===== config.mk =====
export PLATFORM = sky130hd
export DESIGN_NAME = seg_msg_sequencer
export DESIGN_NICKNAME = d
export VERILOG_FILES = /design/src/rtl/seg_msg_pkg.sv /design/src/rtl/seg_msg_sequencer_btn_debounce.sv /design/src/rtl/seg_msg_sequencer.sv
export SDC_FILE = /design/constraint.sdc
export NUM_CORES = 1
export LEC_CHECK = 0
export ABC_AREA = 1
export CAP_MARGIN = 30
export CORE_AREA = 2 2 75 77
export CTS_BUF_LIST = sky130_fd_sc_hd__clkbuf_4 sky130_fd_sc_hd__clkbuf_8
export DETAILED_ROUTE_END_ITERATION = 6
export DIE_AREA = 0 0 77 79
export MAX_ROUTING_LAYER = met4
export PLACE_DENSITY = 0.78
export SLEW_MARGIN = 10
export SYNTH_ARGS = -nofsm -noshare
export SYNTH_HDL_FRONTEND = slang
export SYNTH_SLANG_ARGS = --single-unit

===== constraint.sdc =====
create_clock -name clk -period 2.6 [get_ports clk]
set_input_delay 0.52 -clock clk [delete_from_list [all_inputs] [get_ports clk]]
set_output_delay 0.52 -clock clk [all_outputs]
set_load 0.01 [all_outputs]

===== src/rtl/seg_msg_pkg.sv =====
// Shared definitions for the scrolling segment message sequencer:
// message length, 7-segment letter codes {a,b,c,d,e,f,g}, the message ROM
// and the sequencer state type.
// Optional feature macro: SEG_MSG_BLANK_GAP_EN adds a blank GAP state.
package seg_msg_pkg;

    localparam int MSG_LEN = 13;

    localparam logic [6:0] SEG_S = 7'b1011011;
    localparam logic [6:0] SEG_E = 7'b1001111;
    localparam logic [6:0] SEG_N = 7'b0010101;
    localparam logic [6:0] SEG_O = 7'b1111110;
    localparam logic [6:0] SEG_L = 7'b0001110;
    localparam logic [6:0] SEG_G = 7'b1011110;
    localparam logic [6:0] SEG_U = 7'b0111110;

    // Packed array: element 0 is the rightmost entry, so the list reads
    // backwards from the message S,E,n,O,L,G,U,L,G,O,n,U,L.
    localparam logic [MSG_LEN-1:0][6:0] MSG_ROM = {
        SEG_L, SEG_U, SEG_N, SEG_O, SEG_G, SEG_L, SEG_U,
        SEG_G, SEG_L, SEG_O, SEG_N, SEG_E, SEG_S
    };

`ifdef SEG_MSG_BLANK_GAP_EN
    typedef enum logic [1:0] {ST_IDLE, ST_SHOW, ST_GAP} state_t;
`else
    typedef enum logic {ST_IDLE, ST_SHOW} state_t;
`endif

    function automatic logic [3:0] next_idx(input logic [3:0] cur);
        return (cur == 4'(MSG_LEN - 1)) ? 4'd0 : cur + 4'd1;
    endfunction

endpackage


===== src/rtl/seg_msg_sequencer_btn_debounce.sv =====
// Push-button conditioning: 2-FF synchronizer, consecutive-cycle debouncer
// and rising-edge detector producing a one-cycle press pulse.
module btn_debounce #(
    parameter logic [15:0] DEBOUNCE_CYCLES = 16'd50000
) (
    input  logic clk,
    input  logic rst,
    input  logic btn_raw,
    output logic press
);

    logic        sync1_q, sync2_q;
    logic        level_q, level_d;
    logic        press_q, press_d;
    logic [15:0] cnt_q, cnt_d;

    // Debounce: level follows the synced input only after an unbroken run of mismatches
    always_comb begin
        level_d = level_q;
        press_d = 1'b0;
        cnt_d   = '0;
        if (sync2_q != level_q) begin
            if (cnt_q == DEBOUNCE_CYCLES - 16'd1) begin
                level_d = sync2_q;
                press_d = sync2_q;
            end else begin
                cnt_d = cnt_q + 16'd1;
            end
        end
    end

    // Synchronizer and debouncer state
    always_ff @(posedge clk or posedge rst) begin
        if (rst) begin
            sync1_q <= 1'b0;
            sync2_q <= 1'b0;
            level_q <= 1'b0;
            press_q <= 1'b0;
            cnt_q   <= '0;
        end else begin
            sync1_q <= btn_raw;
            sync2_q <= sync1_q;
            level_q <= level_d;
            press_q <= press_d;
            cnt_q   <= cnt_d;
        end
    end

    assign press = press_q;

endmodule


===== src/rtl/seg_msg_sequencer.sv =====
// Scrolls the fixed 13-letter message on a 7-segment display, advancing on
// a debounced button press or, in auto mode, after a dwell time per letter.
// Optional feature macro: SEG_MSG_BLANK_GAP_EN inserts GAP_CYCLES of blank
// display between letters.
module seg_msg_sequencer
    import seg_msg_pkg::*;
#(
    parameter logic [15:0] DEBOUNCE_CYCLES = 16'd50000,
    parameter logic [23:0] DWELL_CYCLES    = 24'd5000000
`ifdef SEG_MSG_BLANK_GAP_EN
    ,
    parameter logic [23:0] GAP_CYCLES      = 24'd500000
`endif
) (
    input  logic       clk,
    input  logic       rst,
    input  logic       btn,
    input  logic       auto,
    output logic [6:0] seg,
    output logic [3:0] idx,
    output logic       step
);

    logic        press;
    logic        auto_s1_q, auto_s2_q, auto_prev_q;
    state_t      state_q, state_d;
    logic [3:0]  idx_q, idx_d;
    logic [6:0]  seg_q, seg_d;
    logic        step_q, step_d;
    logic [23:0] dwell_q, dwell_d;
    logic        expire, advance;
`ifdef SEG_MSG_BLANK_GAP_EN
    logic [23:0] gap_q, gap_d;
`endif

    btn_debounce #(.DEBOUNCE_CYCLES(DEBOUNCE_CYCLES)) u_btn (
        .clk     (clk),
        .rst     (rst),
        .btn_raw (btn),
        .press   (press)
    );

    // Synchronize auto and keep its previous synced value to spot mode changes
    always_ff @(posedge clk or posedge rst) begin
        if (rst) begin
            auto_s1_q   <= 1'b0;
            auto_s2_q   <= 1'b0;
            auto_prev_q <= 1'b0;
        end else begin
            auto_s1_q   <= auto;
            auto_s2_q   <= auto_s1_q;
            auto_prev_q <= auto_s2_q;
        end
    end

    // Dwell expiry only exists while a letter is shown in auto mode; a
    // coincident press and expiry collapse into one advance request.
    assign expire  = (state_q == ST_SHOW) && auto_s2_q && (dwell_q == DWELL_CYCLES - 24'd1);
    assign advance = press || expire;

    // Next-state, display and timer logic
    always_comb begin
        state_d = state_q;
        idx_d   = idx_q;
        seg_d   = seg_q;
        step_d  = 1'b0;
        dwell_d = ((state_q == ST_SHOW) && auto_s2_q) ? dwell_q + 24'd1 : '0;
        if (auto_s2_q != auto_prev_q) begin
            dwell_d = '0;
        end
`ifdef SEG_MSG_BLANK_GAP_EN
        gap_d = gap_q;
`endif
        case (state_q)
            ST_IDLE: begin
                if (advance) begin
                    state_d = ST_SHOW;
                    idx_d   = 4'd0;
                    seg_d   = MSG_ROM[0];
                    step_d  = 1'b1;
                    dwell_d = '0;
                end
            end
            ST_SHOW: begin
                if (advance) begin
                    idx_d   = next_idx(idx_q);
                    dwell_d = '0;
`ifdef SEG_MSG_BLANK_GAP_EN
                    state_d = ST_GAP;
                    seg_d   = '0;
                    gap_d   = '0;
`else
                    seg_d   = MSG_ROM[next_idx(idx_q)];
                    step_d  = 1'b1;
`endif
                end
            end
`ifdef SEG_MSG_BLANK_GAP_EN
            ST_GAP: begin
                // Presses are ignored here; only the gap counter moves on.
                if (gap_q == GAP_CYCLES - 24'd1) begin
                    state_d = ST_SHOW;
                    seg_d   = MSG_ROM[idx_q];
                    step_d  = 1'b1;
                    gap_d   = '0;
                end else begin
                    gap_d = gap_q + 24'd1;
                end
            end
`endif
            default: state_d = ST_IDLE;
        endcase
    end

    // State, registered outputs and timers
    always_ff @(posedge clk or posedge rst) begin
        if (rst) begin
            state_q <= ST_IDLE;
            idx_q   <= '0;
            seg_q   <= '0;
            step_q  <= 1'b0;
            dwell_q <= '0;
`ifdef SEG_MSG_BLANK_GAP_EN
            gap_q   <= '0;
`endif
        end else begin
            state_q <= state_d;
            idx_q   <= idx_d;
            seg_q   <= seg_d;
            step_q  <= step_d;
            dwell_q <= dwell_d;
`ifdef SEG_MSG_BLANK_GAP_EN
            gap_q   <= gap_d;
`endif
        end
    end

    assign seg  = seg_q;
    assign idx  = idx_q;
    assign step = step_q;

endmodule


==> run summary, run 1 <==
First-pass GRT wire length: 10,600 um
Run status: finished clean
Number of DRC markers in iteration 0: 151
Final number of setup-violating endpoints: 0
Final period util: 0.736
Post-CTS setup buffers: 0
Synth Flop Type: dfrtp_1
RSZ-0062 raised after global routing: false
Global Route met3 Usage: 0.0511
Endpoints failing hold: 0
I/O Pins: 16
Hold Path Stages: 0
M2 GR Usage: 0.370
Critical path cell sequence: clkdlybuf4s50_1
Hold worst-path end: u_btn.sync2_q
Hold buffers post-CTS: 0
Row count: 27
Vias per cell: 5.03
Routed len/inst: 11.7 um
Worst setup SP type: register
CTS resizes: 0
Core area: 5340 um2
Initial core utilization: 0.594
Most Crowded Layer GR: met2
Top post-synthesis cells by area: dfrtp_1, nand2_1, nor2_1, inv_1, nand3_1
Worst r2r src: dwell_q[0]
Clock Skew: 0.00548 ns
Cell area after placement: 3370 um2
Worst-path fanout max: 6
Total number of vias: 2,562
Reg-to-Reg End: dwell_q[6]
HP Class: reg -> reg
Ratio of cells with drive above 1 in the final layout: 0.0824
Finished Layout Cells: 509
Hold path startpoint: u_btn.sync1_q
Drt first pass iters: 4
CP Data Required Time: 2.08 ns
Met1 usage: 0.268
Mapped Avg Cell Area: 7.73 um2
Hold WS: 0.348 ns
CTS max path bufs: 2
Worst skew pair latency: 0.34 ns
Buffers and inverters on the worst path: 1
Setup WS post-layout: 0.686 ns
Top delay family on crit path: buffers and inverters
Root buffer cell: clkbuf_8
Synth top area share: 0.466
Residual DRC: 0
Final GP Congestion: 0.944
Ys async rst share: 1.00
Initial antenna violation count: 0
Total Routing Usage GR: 0.227
Post-synth EDFFs: 0
Max stage delay on crit path: 0.60 ns
CTS HTree Levels: 3
CP arrival: 1.39 ns
Cts bufs inserted: 9
Number of I/O port buffers: 15
DP HPWL: 4150 um
Relative slew margins: 0.681
Worst VDD drop: 458 uV
Die ar.: 6080 um2
Leak Pwr: 1.58 nW
Cell count of the worst reg-to-reg path: 8
Worst Setup End Kind: output port
PD cells: 535 nW/um2
CTS tree: yes
Critical setup path kind: reg -> out
R2R setup slack: 0.79 ns
Vias in the first global route: 2,434
Post-synth top area cell: dfrtp_1
Syn nets: 420
P&R area growth vs syn: 13.6%
Final net count: 442
Post-Synthesis Cell Area: 3170 um2
Max frequency: 523 MHz
Clock-pin slew on the worst setup and hold paths: 0.07 ns
# diodes: 0
Seq cells post-synth: 59
Gr ovfl total: 0
Largest net degree at the start of global routing: 60
DIE HEIGHT: 79 um
Worst slack at placement: 0.783 ns
Worst Tran Pin Value: 0.478 ns
Design area: 3600 um2
Register area share after synthesis: 0.466
Routed wire length: 5950 um
Max Cap Viol: 0
Synth cell types: 29
Post-placement cell count: 493
Max stage delay cell, worst path: clkdlybuf4s50_1
Synthesis Warnings: 0
Final critical delay including setup and external delays: 1.91 ns
Slew Viols, Final: 0
Antenna Nets Post-Route: 0
Clk sink count: 59
Mapped Cells: 410
Die width: 77 um
Fin Setup TNS: 0 ns
## state kept, by name, indices dropped and copies added (netlist names)
name	cells
seg	6
step	1
dwell_q	24
auto_s1_q	1
u_btn.sync2_q	1
u_btn.sync1_q	1
u_btn.press	1
u_btn.level_q	1
state_q	1
u_btn.cnt_q	16
idx	4
auto_s2_q	1
auto_prev_q	1
## logic make-up (layout without fill, tap and decap cells)
family,count (synthesis),after routing,share of synthesized area
adder cells (fa/ha/maj),6,6,0.0237
AO/OA/AOI/OAI,17,17,0.0288
flip-flops,59,59,0.466
XOR/XNOR,17,17,0.0470
buffers and inverters,58,85,0.0821
AND/OR/NAND/NOR,253,253,0.353
## how the worst max path moves through the flow
stage / startpoint / endpoint / slack [ns] / cells past startpoint
final: idx[0] / idx[0] / 0.69 / 1
after global routing: dwell_q[0] / dwell_q[2] / 0.59 / 8
after CTS: idx[0] / idx[0] / 0.66 / 1
after detailed placement: dwell_q[0] / dwell_q[6] / 0.78 / 8
after global placement: dwell_q[0] / dwell_q[6] / 0.87 / 8
after floorplan: rst / auto_prev_q / 0.62 / 1
## report_power, final
group	internal (mW)	leakage [nW]	switching [mW]	total (mW)
Sequential	0.926	0.811	0.00382	0.929
Clock	0.601	0.116	0.358	0.959
Combinational	0.0117	0.656	0.0267	0.0384
Total	1.54	1.58	0.388	1.93
## placed cells by master (no fill, tap or decap), drive strengths merged, types with 3 or more instances in the layout
cell type        n
nand2          107
nor2            89
dfrtp           59
inv             53
nand3           35
clkdlybuf4s50   15
xor2            14
clkbuf          12
nor3            11
a21oi            9
nand4            7
ha               6
o21ai            6
xnor2            3
## Yosys cell counts, types with 2 or more instances
library cell / instances
nand2_1: 103
nor2_1: 82
dfrtp_1: 59
inv_1: 52
nand3_1: 32
xor2_1: 14
nor3_1: 10
a21oi_1: 9
nand4_1: 7
ha_1: 6
o21ai_0: 5
nor2_2: 4
buf_6: 3
nor2_4: 3
xnor2_1: 3
nand2_2: 2
nand2_4: 2
nand3_2: 2
nor3b_1: 2
## metal layers
layer	part of all wire	vias up	routed length (um)
li1	-	1315	-
met1	0.46	1179	2740
met2	0.47	59	2810
met3	0.047	9	282
met4	0.019	0	110
met5	0	-	0
## per-stage QoR
step	total power, mW	utilization
final	1.93	0.674
after global routing	1.99	0.674
after CTS	1.95	0.674
after detailed placement	0.987	0.631
after global placement	0.985	0.631
after floorplan	0.969	-
## final cells by class
cell class              instances  area, um2
clock buffers                  12        159
repair buffers                 16        170
clock inverters                 4       72.6
inverters                      53        199
multi-input cells             293       1430
well taps                      72       90.1
fillers                       470       1740
flip-flops and latches         59       1480
Note: power is estimated with default switching activity, not from simulation.
==> inputs of run 2 (changes only) <==
Settings changed: CORE_AREA 2 2 75 77 to 2 2 79 81, DIE_AREA 0 0 77 79 to 0 0 81 83, PLACE_DENSITY 0.78 to 0.74.
Clock period 2.6 ns to 1.7 ns, I/O delays scaled along.
==> run 2 against run 1 <==
Compared with the run above:
- cell count is 3.3% higher
- largest power group is now sequential cells
- worst setup slack worse by 0.63 ns
- sequential cell count stayed put
- clock-buffer cell count is 1 lower
- combinational power is 73% higher
- power is 44% higher
- clock skew is 0.0045 ns higher
- core utilization is 2.7 points lower
==> run summary, run 2 (synthesis gave the netlist of run 1 again) <==
Setup WS post-layout: 0.0612 ns (-0.625 ns)
Number of flip-flops under the largest register name: 24 (unchanged)
Max Cap Viol: 0 (unchanged)
Most frequent cells in the layout: nand2_1, nor2_1, dfrtp_1
Initial antenna violation count: 0 (unchanged)
Cell count of the worst reg-to-reg path: 10 (+2)
Row count: 28 (+3.7%)
Hold buffers post-CTS: 0 (unchanged)
Buffers and inverters on the worst path: 1 (unchanged)
Worst VDD drop: 439 uV (-4.1%)
Routed len/inst: 13.0 um (+11%)
Clock Skew: 0.00998 ns (+0.00450 ns)
Post-placement cell count: 504 (+2.2%)
Ratio of cells with drive above 1 in the final layout: 0.135 (+0.0529)
Worst Setup End Kind: output port
Worst slack at placement: 0.103 ns (-0.680 ns)
Final number of setup-violating endpoints: 0 (unchanged)
Endpoints failing hold: 0 (unchanged)
Critical path cell sequence: clkdlybuf4s50_1
Run status: finished clean
Most common cell after layout, fill and taps aside: nand2_1
Slew Viols, Final: 0 (unchanged)
CP Data Required Time: 1.36 ns (-0.72 ns)
CTS HTree Levels: 3 (unchanged)
Die width: 81 um (+5.2%)
CP Depth: 1 (unchanged)
Top delay family on crit path: buffers and inverters
DIE HEIGHT: 83 um (+5.1%)
Number of DRC markers in iteration 0: 205 (+36%)
Clock-pin slew on the worst setup and hold paths: 0.07 ns (about the same)
I/O Pins: 16 (unchanged)
Worst setup SP type: register
First-pass GRT wire length: 11,600 um (+9.5%)
Biggest register: dwell_q
HP Class: in -> async
Worst skew pair latency: 0.33 ns (about the same)
RSZ-0062 raised after global routing: true
Critical setup path kind: reg -> out
Final critical delay including setup and external delays: 1.64 ns
Vias per cell: 5.16 (+2.5%)
Max stage delay on crit path: 0.55 ns (-0.05 ns)
Final period util: 0.964
DP HPWL: 4810 um (+16%)
Residual DRC: 0 (unchanged)
Final net count: 457 (+3.4%)
P&R area growth vs syn: 18.8%
Routed wire length: 6820 um (+15%)
Gr ovfl total: 0 (unchanged)
CTS max path bufs: 2 (unchanged)
Worst Tran Pin Value: 0.370 ns (-0.108 ns)
Die ar.: 6720 um2 (+11%)
CTS tree: yes
Max stage delay cell, worst path: clkdlybuf4s50_1
Drt first pass iters: 5 (+1)
FILL cells: 491 (+4.5%)
# diodes: 0 (unchanged)
Fin Setup TNS: 0 ns (unchanged)
Relative slew margins: 0.753 (+0.0723)
Largest net degree at the start of global routing: 33 (-45%)
Total Routing Usage GR: 0.225 (-0.00173)
Number of I/O port buffers: 15 (unchanged)
Cts bufs inserted: 9 (unchanged)
Finished Layout Cells: 526 (+3.3%)
CP arrival: 1.30 ns (-0.09 ns)
Worst-path fanout max: 6 (unchanged)
PD cells: 737 nW/um2 (+38%)
Leak Pwr: 1.67 nW (+5.4%)
Root buffer cell: clkbuf_8
Max frequency: 610 MHz
Fin util: 0.647 (-0.0272)
Antenna Nets Post-Route: 0 (unchanged)
Clk sink count: 59 (unchanged)
Vias in the first global route: 2,572 (+5.7%)
Total number of vias: 2,714 (+5.9%)
Initial core utilization: 0.545 (-0.0488)
Core area: 5820 um2 (+9.0%)
Final GP Congestion: 0.923 (-2.3%)
-- run 2: per-stage QoR --
step	power (mW)	area (um2)	hold WS [ns]
detailed placement	1.52	3460	0.350
global placement	1.52	3460	0.340
CTS	2.81	3680	0.326
floorplan	1.48	3170	0.331
global route	2.88	3760	0.357
finish	2.78	3760	0.332
-- run 2: final cells by class --
class | instances | area [um2] | share of cell area
clock buffers | 11 | 151 | 0.0402
clock inverters | 4 | 50.0 | 0.0133
inverters | 53 | 203 | 0.0539
multi-input cells | 293 | 1480 | 0.392
flip-flops and latches | 59 | 1480 | 0.393
well taps | 75 | 93.8 | 0.0249
repair buffers | 31 | 310 | 0.0824
-- run 2: power by group --
part	leakage, nW	internal (mW)	total [mW]	switching, mW
combinational	0.763	0.0238	0.0664	0.0426
sequential	0.807	1.42	1.42	0.00712
clock	0.0974	0.746	1.29	0.541
-- run 2: path summary, 6_finish.rpt --
path | slack [ns] | startpoint | to
min in group clk | 0.36 | auto_s1_q | auto_s2_q
setup / recovery | 0.06 | idx[2] | idx[2]
setup reg to reg | 0.09 | dwell_q[0] | idx[3]
hold reg to reg | 0.36 | auto_s1_q | auto_s2_q
hold / removal | 0.33 | rst | u_btn.cnt_q[13]
max in group asynchronous | 0.90 | rst | dwell_q[17]
-- run 2: repair_timing --
action | CTS | global route
endpoints found under the hold margin | 0 | 0
pin swaps | 0 | 3
setup endpoints to repair | 2 | 12
setup buffers | 3 | 4
resized for setup | 0 | 15
-- run 2: layer usage --
| layer | global-route usage | wire (um) |
|---|---|---|
| met1 | 0.299 | 3130 |
| met2 | 0.335 | 3240 |
| met3 | 0.0576 | 343 |
| met4 | 0.0786 | 104 |
| met5 | - | 0 |
==> inputs of run 3 (changes only) <==
Settings changed: CORE_AREA 2 2 79 81 to 2 2 78 80, CTS_BUF_LIST sky130_fd_sc_hd__clkbuf_4 sky130_fd_sc_hd__clkbuf_8 to sky130_fd_sc_hd__clkbuf_16, DIE_AREA 0 0 81 83 to 0 0 80 82, DONT_BUFFER_PORTS set to 1, PLACE_DENSITY 0.74 to 0.72.
==> run 3 against run 2 <==
Compared with the run above:
- worst setup slack better by 0.039 ns
- wire length shrank 6.2%
- cell area fell by 2.9%
- power rose by 10%
- fmax grew 2.4%
- hold slack worse by 0.29 ns
- largest cell class unchanged
==> run summary, run 3 (synthesis gave the netlist of run 1 again) <==
Run status: finished clean
Number of flip-flops under the largest register name: 24 (unchanged)
Sw power: 659 uW (+11%)
Ratio of cells with drive above 1 in the final layout: 0.123 (-0.0120)
Die width: 80 um (-1.2%)
FILL cells: 498 (+1.4%)
Clock Skew: 0.00584 ns (-0.00414 ns)
Buffers and inverters on the worst path: 1 (unchanged)
CTS HTree Levels: 3 (unchanged)
Worst-path fanout max: 24 (+18)
Most frequent cells in the layout: nand2_1, nor2_1, dfrtp_1
Core area: 5750 um2 (-1.2%)
P&R area growth vs syn: 15.4%
Die ar.: 6560 um2 (-2.4%)
Max stage delay cell, worst path: dfrtp_1
Clock power share: 0.514 (+0.050)
Worst Setup End Kind: register
Internal power: 2.40 mW (+9.7%)
# diodes: 0 (unchanged)
Hold path startpoint: btn
Cell mode on critical path: nor2_4
Initial core utilization: 0.552 (+0.00665)
Initial antenna violation count: 0 (unchanged)
Routed len/inst: 12.5 um (-3.8%)
CTS max path bufs: 2 (unchanged)
Leak Pwr: 1.63 nW (-2.3%)
Max Cap Viol: 0 (unchanged)
Relative slew margins: 0.687 (-0.0659)
Cts bufs inserted: 9 (unchanged)
Worst Tran Pin Value: 0.468 ns (+0.0979 ns)
Final period util: 0.941 (-0.0230)
Seq pwr share: 0.467 (-0.046)
CP Data Required Time: 1.91 ns (+0.55 ns)
Vias per cell: 5.11 (-0.90%)
Max stage delay on crit path: 0.35 ns (-0.20 ns)
Net Sw Frac: 0.216 (+0.00275)
Total Routing Usage GR: 0.219 (-0.00659)
Final net count: 443 (-3.1%)
Worst skew pair latency: 0.32 ns (about the same)
Worst r2r src: dwell_q[1]
Final critical delay including setup and external delays: 1.60 ns (-0.0390 ns)
Number of I/O port buffers: 0 (-15)
PD cells: 836 nW/um2 (+13%)
Drt first pass iters: 4 (-1)
Combinational group share of total power: 0.019 (-0.005)
CP arrival: 1.81 ns (+0.51 ns)
Final GP Congestion: 0.945 (+2.4%)
Max frequency: 625 MHz (+2.4%)
DP HPWL: 4560 um (-5.2%)
Row count: 28 (unchanged)
Biggest register: dwell_q
Largest net degree at the start of global routing: 26 (-21%)
Clk sink count: 59 (unchanged)
First-pass GRT wire length: 10,700 um (-7.6%)
Total number of vias: 2,623 (-3.4%)
Worst Setup SP: dwell_q[1]
Residual DRC: 0 (unchanged)
Root buffer cell: clkbuf_16
HP Class: in -> reg
Final number of setup-violating endpoints: 0 (unchanged)
Clock-pin slew on the worst setup and hold paths: 0.05 ns (-0.02 ns)
Slew Viols, Final: 0 (unchanged)
RSZ-0062 raised after global routing: true
Fin Setup TNS: 0 ns (unchanged)
Gr ovfl total: 0 (unchanged)
Top delay family on crit path: simple AND/OR/NAND/NOR gates
CTS tree: yes
Most common cell after layout, fill and taps aside: nand2_1
Critical setup path kind: reg -> reg
Worst VDD drop: 708 uV (+61%)
Tot Pwr: 3.05 mW (+10%)
I/O Pins: 16 (unchanged)
Endpoints failing hold: 0 (unchanged)
Number of DRC markers in iteration 0: 182 (-11%)
Antenna Nets Post-Route: 0 (unchanged)
Routed wire length: 6400 um (-6.2%)
Vias in the first global route: 2,415 (-6.1%)
Critical path cell sequence: ha_2 -> nand2_2 -> nor2_4 -> nand2_4 -> nor2_4 -> nand3_4 -> nand3_2 -> buf_12 -> nor2_1
Worst setup SP type: register
DIE HEIGHT: 82 um (-1.2%)
run 3: changes by cell type in the layout (fill, tap and decap cells not counted), moves of 3 or more:
cell	previous run	this run
clkbuf_16	0	9
nand2_2	6	3
clkdlybuf4s50_1	14	0
nand2_1	99	102
clkbuf_8	11	0
run 3: layer usage:
layer  routed length (um)  GRT usage  vias up
li1                     -          -     1322
met1                 2970      0.275     1245
met2                 3100      0.340       51
met3                  235     0.0516        5
met4                   85     0.0949        0
met5                    0          -        -
run 3: power groups by stage:
stage | clock [mW] | combinational, mW | sequential (mW)
after floorplan | 0 | 0.0363 | 1.45
after global placement | 0 | 0.0565 | 1.45
after detailed placement | 0 | 0.0577 | 1.45
after CTS | 1.60 | 0.0603 | 1.43
after global routing | 1.66 | 0.0682 | 1.43
final | 1.57 | 0.0583 | 1.43
run 3: final timing paths:
| path | endpoint | slack (ns) | cells past startpoint |
|---|---|---|---|
| min in group asynchronous | seg[2] | 0.52 | 2 |
| max in group asynchronous | seg[0] | 0.63 | 3 |
| max | dwell_q[14] | 0.10 | 9 |
| min | u_btn.sync1_q | 0.04 | 0 |
| max reg2reg | dwell_q[14] | 0.10 | 9 |
| min reg2reg | auto_s2_q | 0.35 | 0 |
run 3: per-stage QoR:
stage	hold WS, ns	instance area, um2	instances	setup slack (ns)	utilization
after floorplan	0.331	3170	410	0.194	-
after global placement	0.247	3310	491	0.153	0.577
after detailed placement	0.249	3310	491	0.121	0.577
after CTS	0.0360	3580	508	0.103	0.624
after global routing	0.0337	3660	513	-0.0200	0.636
final	0.0436	3660	513	0.100	0.636
run 3: final cells by class:
cell class,count,area (um2),area share
repair buffers,17,168,0.0459
clock inverters,7,36.3,0.00992
flip-flops and latches,59,1480,0.404
multi-input cells,293,1450,0.397
inverters,53,205,0.0561
clock buffers,9,225,0.0616
well taps,75,93.8,0.0257
run 3: timing repair:
item,4_1_cts,5_1_grt
hold buffers,1,0
hold endpoints to repair,19,0
gates resized for setup,0,8
setup buffers,0,5
setup endpoints to repair,0,17
